===== src/rtl/serial20_rx.sv =====
// rtl/serial20_rx.sv - serial frame receiver splitting coordinate/MAD fields with a running minimum-MAD tracker
module serial20_rx #(
    parameter int COORD_W = 8,
    parameter int MAD_W   = 12
) (
    input  logic               clk,
    input  logic               rst_n,
    input  logic               s_in_port,
    input  logic               frame_start,
    input  logic               best_clr,
    output logic [COORD_W-1:0] coordinate,
    output logic [MAD_W-1:0]   mad,
    output logic               word_valid,
    output logic               frame_err,
    output logic               busy,
    output logic [COORD_W-1:0] best_coordinate,
    output logic [MAD_W-1:0]   best_mad,
    output logic               best_valid
);

    localparam int FRAME_W = COORD_W + MAD_W;
    localparam int CNT_W   = $clog2(FRAME_W);
    localparam logic [CNT_W-1:0] LAST_BIT = CNT_W'(FRAME_W - 1);

    typedef enum logic {
        IDLE,
        SHIFT
    } state_t;

    state_t             state;
    state_t             state_nxt;
    logic [CNT_W-1:0]   bit_cnt;
    logic [CNT_W-1:0]   bit_cnt_nxt;
    logic [FRAME_W-1:0] shreg;
    logic [FRAME_W-1:0] shreg_nxt;
    logic               done;
    logic               abort;

    always_ff @(posedge clk or negedge rst_n) begin
        if (!rst_n) begin
            state   <= IDLE;
            bit_cnt <= '0;
            shreg   <= '0;
        end else begin
            state   <= state_nxt;
            bit_cnt <= bit_cnt_nxt;
            shreg   <= shreg_nxt;
        end
    end

    // A frame_start always wins: it opens a fresh frame whose MSB is the current bit.
    always_comb begin
        state_nxt   = state;
        bit_cnt_nxt = bit_cnt;
        shreg_nxt   = shreg;
        done        = 1'b0;
        abort       = 1'b0;
        case (state)
            IDLE: begin
                if (frame_start) begin
                    shreg_nxt   = {{(FRAME_W-1){1'b0}}, s_in_port};
                    bit_cnt_nxt = CNT_W'(1);
                    state_nxt   = SHIFT;
                end
            end
            SHIFT: begin
                if (frame_start) begin
                    abort       = 1'b1;
                    shreg_nxt   = {{(FRAME_W-1){1'b0}}, s_in_port};
                    bit_cnt_nxt = CNT_W'(1);
                end else if (bit_cnt == LAST_BIT) begin
                    done        = 1'b1;
                    shreg_nxt   = {shreg[FRAME_W-2:0], s_in_port};
                    bit_cnt_nxt = '0;
                    state_nxt   = IDLE;
                end else begin
                    shreg_nxt   = {shreg[FRAME_W-2:0], s_in_port};
                    bit_cnt_nxt = bit_cnt + CNT_W'(1);
                end
            end
            default: state_nxt = IDLE;
        endcase
    end

    assign busy = (state == SHIFT);

    always_ff @(posedge clk or negedge rst_n) begin
        if (!rst_n) begin
            word_valid <= 1'b0;
            frame_err  <= 1'b0;
            coordinate <= '0;
            mad        <= '0;
        end else begin
            word_valid <= done;
            frame_err  <= abort;
            if (done) begin
                coordinate <= shreg_nxt[FRAME_W-1:MAD_W];
                mad        <= shreg_nxt[MAD_W-1:0];
            end
        end
    end

    // A coincident clear still lets the current word in, so it becomes the new best.
    always_ff @(posedge clk or negedge rst_n) begin
        if (!rst_n) begin
            best_coordinate <= '0;
            best_mad        <= '1;
            best_valid      <= 1'b0;
        end else if (word_valid && (best_clr || !best_valid || (mad < best_mad))) begin
            best_coordinate <= coordinate;
            best_mad        <= mad;
            best_valid      <= 1'b1;
        end else if (best_clr) begin
            best_coordinate <= '0;
            best_mad        <= '1;
            best_valid      <= 1'b0;
        end
    end

endmodule


===== config.mk =====
export PLATFORM = sky130hd
export DESIGN_NAME = serial20_rx
export DESIGN_NICKNAME = d
export VERILOG_FILES = /design/src/rtl/serial20_rx.sv
export SDC_FILE = /design/constraint.sdc
export NUM_CORES = 1
export LEC_CHECK = 0
export BUFFER_PORTS_ARGS = -buffer_cell sky130_fd_sc_hd__buf_2
export CAP_MARGIN = 10
export CORE_AREA = 2 2 105 107
export DETAILED_ROUTE_END_ITERATION = 8
export DIE_AREA = 0 0 107 109
export PLACE_DENSITY = 0.48
export SYNTH_ARGS = -nofsm -noshare
export SYNTH_HDL_FRONTEND = slang
export SYNTH_SLANG_ARGS = --single-unit

===== constraint.sdc =====
create_clock -name clk -period 5.4 [get_ports clk]
set_input_delay 1.62 -clock clk [delete_from_list [all_inputs] [get_ports clk]]
set_output_delay 1.62 -clock clk [all_outputs]
set_load 0.01 [all_outputs]

==> results of run 1 <==
## power breakdown
group / total [uW] / switching [uW] / internal, uW
Clock: 563 / 197 / 366
Sequential: 527 / 4.77 / 522
Combinational: 33.6 / 22.7 / 10.9
Total: 1120 / 225 / 900
## sequential cells by signal (all words and copies together) (netlist names)
| name | flops |
|---|---|
| best_coordinate | 8 |
| best_mad | 12 |
| best_valid | 1 |
| bit_cnt | 5 |
| busy | 1 |
| coordinate | 8 |
| frame_err | 1 |
| mad | 12 |
| shreg | 20 |
| word_valid | 1 |
## synthesized netlist by cell type (2+ instances only)
master | count | share of area, %
a21oi_1 | 9 | 1.5
and2b_1 | 6 | 1.5
and4_1 | 2 | 0.57
buf_2 | 5 | 0.81
buf_6 | 2 | 0.73
clkbuf_1 | 2 | 0.24
dfrtp_1 | 57 | 46
dfstp_2 | 12 | 10
ha_1 | 12 | 4.9
inv_1 | 12 | 1.5
mux2_2 | 22 | 8.1
mux2_4 | 8 | 3.9
mux2i_1 | 20 | 6.5
nand2_1 | 5 | 0.61
nor2_1 | 27 | 3.3
nor2b_1 | 3 | 0.61
o21ai_0 | 5 | 0.81
o22a_1 | 12 | 3.4
## metrics by stage
stage | utilization [%] | worst slack (ns) | total power (uW)
global route | 35.04 | 2.104 | 1172
floorplan | - | 2.413 | 553.9
finish | 35.04 | 2.207 | 1124
CTS | 35.04 | 2.182 | 1141
detailed placement | 32.48 | 1.807 | 572.1
global placement | 32.48 | 1.840 | 571.5
## layout make-up
type	instances	area [um^2]	share of cell area (%)
tap	140	175.2	4.715
multi-input combinational	146	1219	32.81
sequential	69	1742	46.88
clock buffer	10	137.6	3.705
clock inverter	6	133.9	3.604
inverter	12	45.04	1.213
timing repair buffer	51	262.8	7.073
## layout by cell type, fill, tap and decap left out, types with 4 or more instances in the layout
cell       Yosys  layout
o22a_1        12      12
mux2i_1       20      20
mux2_2        22      22
buf_2          5      48
dfrtp_1       57      57
and2b_1        6       6
a21oi_1        9       9
nand2_1        5       5
inv_1         12      12
mux2_4         8       8
nor2_1        27      27
dfstp_2       12      12
clkbuf_8       0      10
bufinv_16      0       4
o21ai_0        5       5
ha_1          12      12
## cells by family after synthesis
| logic type | count (synthesis) | synth area share, % |
|---|---|---|
| compound gates | 29 | 6.721 |
| xor+xnor | 1 | 0.2852 |
| fa+ha+maj | 12 | 4.888 |
| buf+inv | 23 | 3.625 |
| flops | 69 | 56.70 |
| mux | 50 | 18.49 |
| simple gates | 54 | 9.288 |
## metal layers
metal	part of all wire [%]	wire length, um	track usage, %
met3	5.0	297	4.304
met5	0	0	0
met4	0.98	58	4.174
met2	46	2732	17.47
met1	48	2812	14.64
## worst max path at each step
stage | startpoint | end | depth (start not counted)
4_1_cts | best_clr | best_coordinate[0] | 6
5_1_grt | frame_start | mad[5] | 3
3_5_place_dp | best_clr | best_coordinate[5] | 6
6_report | best_clr | best_coordinate[0] | 6
2_1_floorplan | best_clr | best_coordinate[0] | 5
3_3_place_gp | best_clr | best_coordinate[5] | 6
==> impl_results.md, run 1 <==
* Status: complete, no violations
* FF+latch count, synth at 69
* I/O Pins at between 40 and 50
* Net Count, Synth at ~260
* Final wirelength at between 5 and 6 mm
* Setup CP Type: in -> reg
* GR Overflow Total at 0
* GPL Wtd Cong at 0.6938
* Setup crit start kind: primary input
* Fin cells at around 430
* Starting Density at just under 30%
* Setup bufs post-CTS at 0
* Ys Warns at 0
* Die width at 107 um
* Worst Hold End: best_mad[8]
* CP delay by family, top: simple AND/OR/NAND/NOR gates
* DP HPWL at between 4 and 5 mm
* Post-synthesis sequential area ratio at a little under three fifths
* Syn Inst Count at between 200 and 250
* Hold buffer count at cts at 0
* Cell area after layout at about 3700 um^2
* Final Setup Violations at 0
* Minimum clock period at between 3 and 4 ns
* Worst setup EP type: flip-flop
* Buf/Inv on CP at 2
* Antenna diode count at 0
* CTS H-Tree Depth at 3
* Leak at between 0.002 and 0.0025 uW
* WL/cell at 13.59 um
* Post-synth EDFFs at 0
* Reg2Reg Depth at 8
* Worst reg2reg endpoint: best_coordinate[0]
* Critical-path top delay cell: or4b_4
* Ys flop type: dfrtp_1
* Nets at between 300 and 400
* Mapped Area at around 3100 um^2
* Die Y at 109 um
* Hold Path Stages at 1
* Crit path arrival time at ~3.4 ns
* Final Slew Violations at 0
* Hold slack at around 0.52 ns
* Initial DRC count at 78
* Fmax at 313.2 MHz
* Overall Global Routing Usage at 11.36%
* Via count at approximately 1.9k
* Largest net degree at the start of global routing at 40
* Cell Chain, Critical Path: buf_2 -> nand2b_4 -> or4b_4 -> o211ai_2 -> buf_4 -> mux2_4
* Setup TNS at 0 ns
* Area delta synth->final at 20.94%
* Hold path start: best_mad[8]
* Drc violations at 0
* Port Buf Inserts at between 40 and 50
* Async S/R FF share, synth at 100.0%
* CTS tree: built
* CTS sink count at just under 70
* Max_slew headroom at between 20 and 30%
* Maximum fanout along the worst path at 13
* Peak supply drop at 0.0001168 V
* Inst Count DP at 418
* Vias/cell at 4.401
* Num rows at 38
* Area of the core at 10600 um^2
* Critical Path Max Stage Delay at between 0.5 and 0.6 ns
* RSZ-0062 raised after global routing: false
* Vias in the first global route at roughly 1.9k
* Buffer depth of the longest clock path at 2
* Synth Area per Inst at between 10 and 15 um^2
* Clock slew at reported path FFs at roughly 0.070 ns
* Filler cell count at approximately 1.1k
* Clock tree root buffer cell: clkbuf_8
* Clk Latency, worst-skew pair at roughly 0.34 ns
* Detail Route Antenna Nets at 0
* Tcrit/Tclk final at about three fifths
* PD cells at just over 300 nW/um^2
* Netlist cell types at 35
* Worst EP required at 5.62 ns
* Hold Crit Class: reg -> reg
* Max cap viols at 0
* Placed inst area at 3443 um^2
* Clock Skew at approximately 0.0078 ns
* Slew of the pin with the lowest slew margin at roughly 1.1 ns
* Final Hold Viols at 0
* Pre-Repair DR Iteration Count at 3
* Die area at 11660 um^2
* Initial antenna violation count at 0
* Worst r2r src: best_mad[11]
* CTS Buf Count at 9
* First-pass GRT wire length at 10.03 mm
* Reg2reg setup slack at 2.69 ns
* Post-CTS Resized at 0
* Share of layout cells above drive strength 1 at approximately two fifths
(Power assumes the default switching activity.)
==> inputs of run 2 (changes only) <==
--- a/config.mk
+++ b/config.mk
@@ -10,7 +10,7 @@
 export CORE_AREA = 2 2 105 107
 export DETAILED_ROUTE_END_ITERATION = 8
 export DIE_AREA = 0 0 107 109
-export PLACE_DENSITY = 0.48
+export PLACE_DENSITY = 0.49
 export SYNTH_ARGS = -nofsm -noshare
 export SYNTH_HDL_FRONTEND = slang
 export SYNTH_SLANG_ARGS = --single-unit
==> constraint.sdc (replaced) <==
create_clock -name clk -period 2.7 [get_ports clk]
set_input_delay 0.81 -clock clk [delete_from_list [all_inputs] [get_ports clk]]
set_output_delay 0.81 -clock clk [all_outputs]
set_load 0.01 [all_outputs]
==> run 2 against run 1 <==
  * Via count rose by 2.1%
  * Sequential share of layout area fell by 0.42 points
  * Critical endpoint is now best_mad[10]
  * Combinational power is 120% higher
  * Sequential power up 99%
  * Critical path depth up 2
  * Largest cell class unchanged
==> impl_results.md, run 2 (synthesis gave the netlist of run 1 again) <==
* Status: complete, no violations (unchanged)
* Initial antenna violation count at 0 (unchanged)
* Max FFs per register at 20 (unchanged)
* Nets at 312 (was 306)
* Post-CTS Resized at 0 (unchanged)
* Clock tree root buffer cell: clkbuf_8 (unchanged)
* Setup TNS at 0 ns (unchanged)
* Switching power total at 458.1 uW (was 224.6 uW)
* Crit path arrival time at 2.80 ns (was 3.42 ns)
* Cell area after layout at 3749 um^2 (was 3715 um^2)
* Final wirelength at 6.212 mm (was 5.900 mm)
* Overall Global Routing Usage at 11.72% (was 11.36%)
* Tcrit/Tclk final at 93.19%
* Worst EP required at 2.98 ns (was 5.62 ns)
* Setup crit start kind: flip-flop (was primary input)
* Comb power frac at 3.4% (was 3.0%)
* Most common cell after layout, fill and taps aside: dfrtp_1 (unchanged)
* Crit path from: best_mad[11] (was best_clr)
* Area delta synth->final at 22.04% (was 20.94%)
* Register Area at 1742 um^2 (unchanged)
* Worst r2r src: best_mad[11] (unchanged)
* Port Buf Inserts at 48 (unchanged)
* Final Slew Violations at 0 (unchanged)
* CTS sink count at 69 (unchanged)
* Minimum clock period at about 2.5 ns
* Die width at 107 um (unchanged)
* Sequential share of power at 48.6% (was 46.9%)
* Hold Crit Class: in -> async (was reg -> reg)
* Placed inst area at 3501 um^2 (was 3443 um^2)
* Initial DRC count at 65 (was 78)
* CTS Buf Count at 9 (unchanged)
* Worst setup EP type: flip-flop (unchanged)
* Drc violations at 0 (unchanged)
* CTS H-Tree Depth at 3 (unchanged)
* CTS tree: built (unchanged)
* Max cap viols at 0 (unchanged)
* Clock power share at 48.0% (was 50.1%)
* Filler cell count at 1064 (was 1054)
* Vias/cell at 4.434 (was 4.401)
* Multi-input gate area at 1219 um^2 (unchanged)
* Setup CP Type: reg -> reg (was in -> reg)
* GPL Wtd Cong at 0.6739 (was 0.6938)
* Clock Skew at 0.01137 ns (was 0.007764 ns)
* Num rows at 38 (unchanged)
* Internal at 1714 uW (was 899.6 uW)
* Clk Latency, worst-skew pair at 0.34 ns (about the same)
* Inst Count DP at 424 (was 418)
* DP HPWL at 4.322 mm (was 4.110 mm)
* Maximum fanout along the worst path at 10 (was 13)
* Max_slew headroom at 44.19% (was 25.38%)
* Fin cells at 440 (was 434)
* Area of the core at 10600 um^2 (unchanged)
* Starting Density at 28.97% (unchanged)
* I/O Pins at 49 (unchanged)
* Finished Core Util at 35.36% (was 35.04%)
* GR Overflow Total at 0 (unchanged)
* Setup bufs post-CTS at 0 (unchanged)
* Detail Route Antenna Nets at 0 (unchanged)
* Hold buffer count at cts at 0 (unchanged)
* First-pass GRT wire length at 10.38 mm (was 10.03 mm)
* Leak at 0.002125 uW (was 0.002110 uW)
* Pre-Repair DR Iteration Count at 3 (unchanged)
* WL/cell at 14.12 um (was 13.59 um)
* Buffer depth of the longest clock path at 2 (unchanged)
* Fmax at ~400 MHz
* Peak supply drop at 0.0003161 V (was 0.0001168 V)
* Die Y at 109 um (unchanged)
* Vias in the first global route at 2027 (was 1908)
* Slew of the pin with the lowest slew margin at 0.8347 ns (was 1.116 ns)
* Die area at 11660 um^2 (unchanged)
* Antenna diode count at 0 (unchanged)
* Clock slew at reported path FFs at 0.08 ns (was 0.07 ns)
* Sw frac at 21.09% (was 19.98%)
* PD cells at 579.4 nW/um^2 (was 302.6 nW/um^2)
* Most frequent cells in the layout: 57 x dfrtp_1, 48 x buf_2, 27 x nor2_1, 22 x mux2_2, 20 x mux2i_1 (unchanged)
* Via count at 1951 (was 1910)
* Top reg by flops: shreg (unchanged)
* Share of layout cells above drive strength 1 at 39.67% (was 38.78%)
* Largest net degree at the start of global routing at 70 (was 40)
* Final Hold Viols at 0 (unchanged)
* RSZ-0062 raised after global routing: false (unchanged)
* Top Registers: shreg x20, best_mad x12, mad x12 (unchanged)
* Final Setup Violations at 0 (unchanged)
-- run 2: final timing paths --
kind / end / cells past startpoint / slack (ns)
hold / removal: best_coordinate[2] / 2 / 0.47
max in group asynchronous: best_mad[3] / 2 / 1.89
setup / recovery: best_mad[10] / 8 / 0.18
min in group clk: best_mad[3] / 1 / 0.52
hold reg to reg: best_mad[3] / 1 / 0.52
setup reg to reg: best_mad[10] / 8 / 0.18
-- run 2: area by class of cell --
| cell class | count | area share (%) |
|---|---|---|
| clock inverter | 5 | 2.837 |
| inverter | 12 | 1.202 |
| tap | 140 | 4.673 |
| multi-input combinational | 146 | 32.51 |
| clock buffer | 11 | 3.772 |
| timing repair buffer | 57 | 8.545 |
| sequential | 69 | 46.46 |
-- run 2: per-layer routing --
metal	vias up	GRT usage, %	wire, um
met1	962	14.78	2912
met2	39	19.02	2928
met4	0	4.174	73
met3	6	3.706	297
met5	-	0	0
li1	944	-	-
-- run 2: worst max-delay path: stages, from the launching register on --
cell and delay [ns]:
dfstp_2 0.55, inv_1 0.04, ha_1 0.30, and4_1 0.25, nand2_1 0.07, or4b_4 0.49, o211ai_2 0.33, buf_4 0.29
o22a_1 0.14
-- run 2: power groups by stage --
stage | combinational (uW) | sequential [uW] | clock [uW]
after global routing | 85.1 | 1060 | 1130
after detailed placement | 77.6 | 1070 | 0
after CTS | 77.9 | 1050 | 1070
final | 74.1 | 1050 | 1040
after floorplan | 34.2 | 1070 | 0
after global placement | 76.2 | 1070 | 0
-- run 2: per-stage QoR --
stage / power (uW) / hold slack (ns) / setup slack [ns]
5_1_grt: 2267 / 0.4776 / 0.04426
6_report: 2172 / 0.4693 / 0.1838
3_5_place_dp: 1152 / 0.5132 / 0.1397
4_1_cts: 2207 / 0.4807 / 0.1154
2_1_floorplan: 1108 / 0.4928 / 0.4000
3_3_place_gp: 1150 / 0.5096 / 0.1869
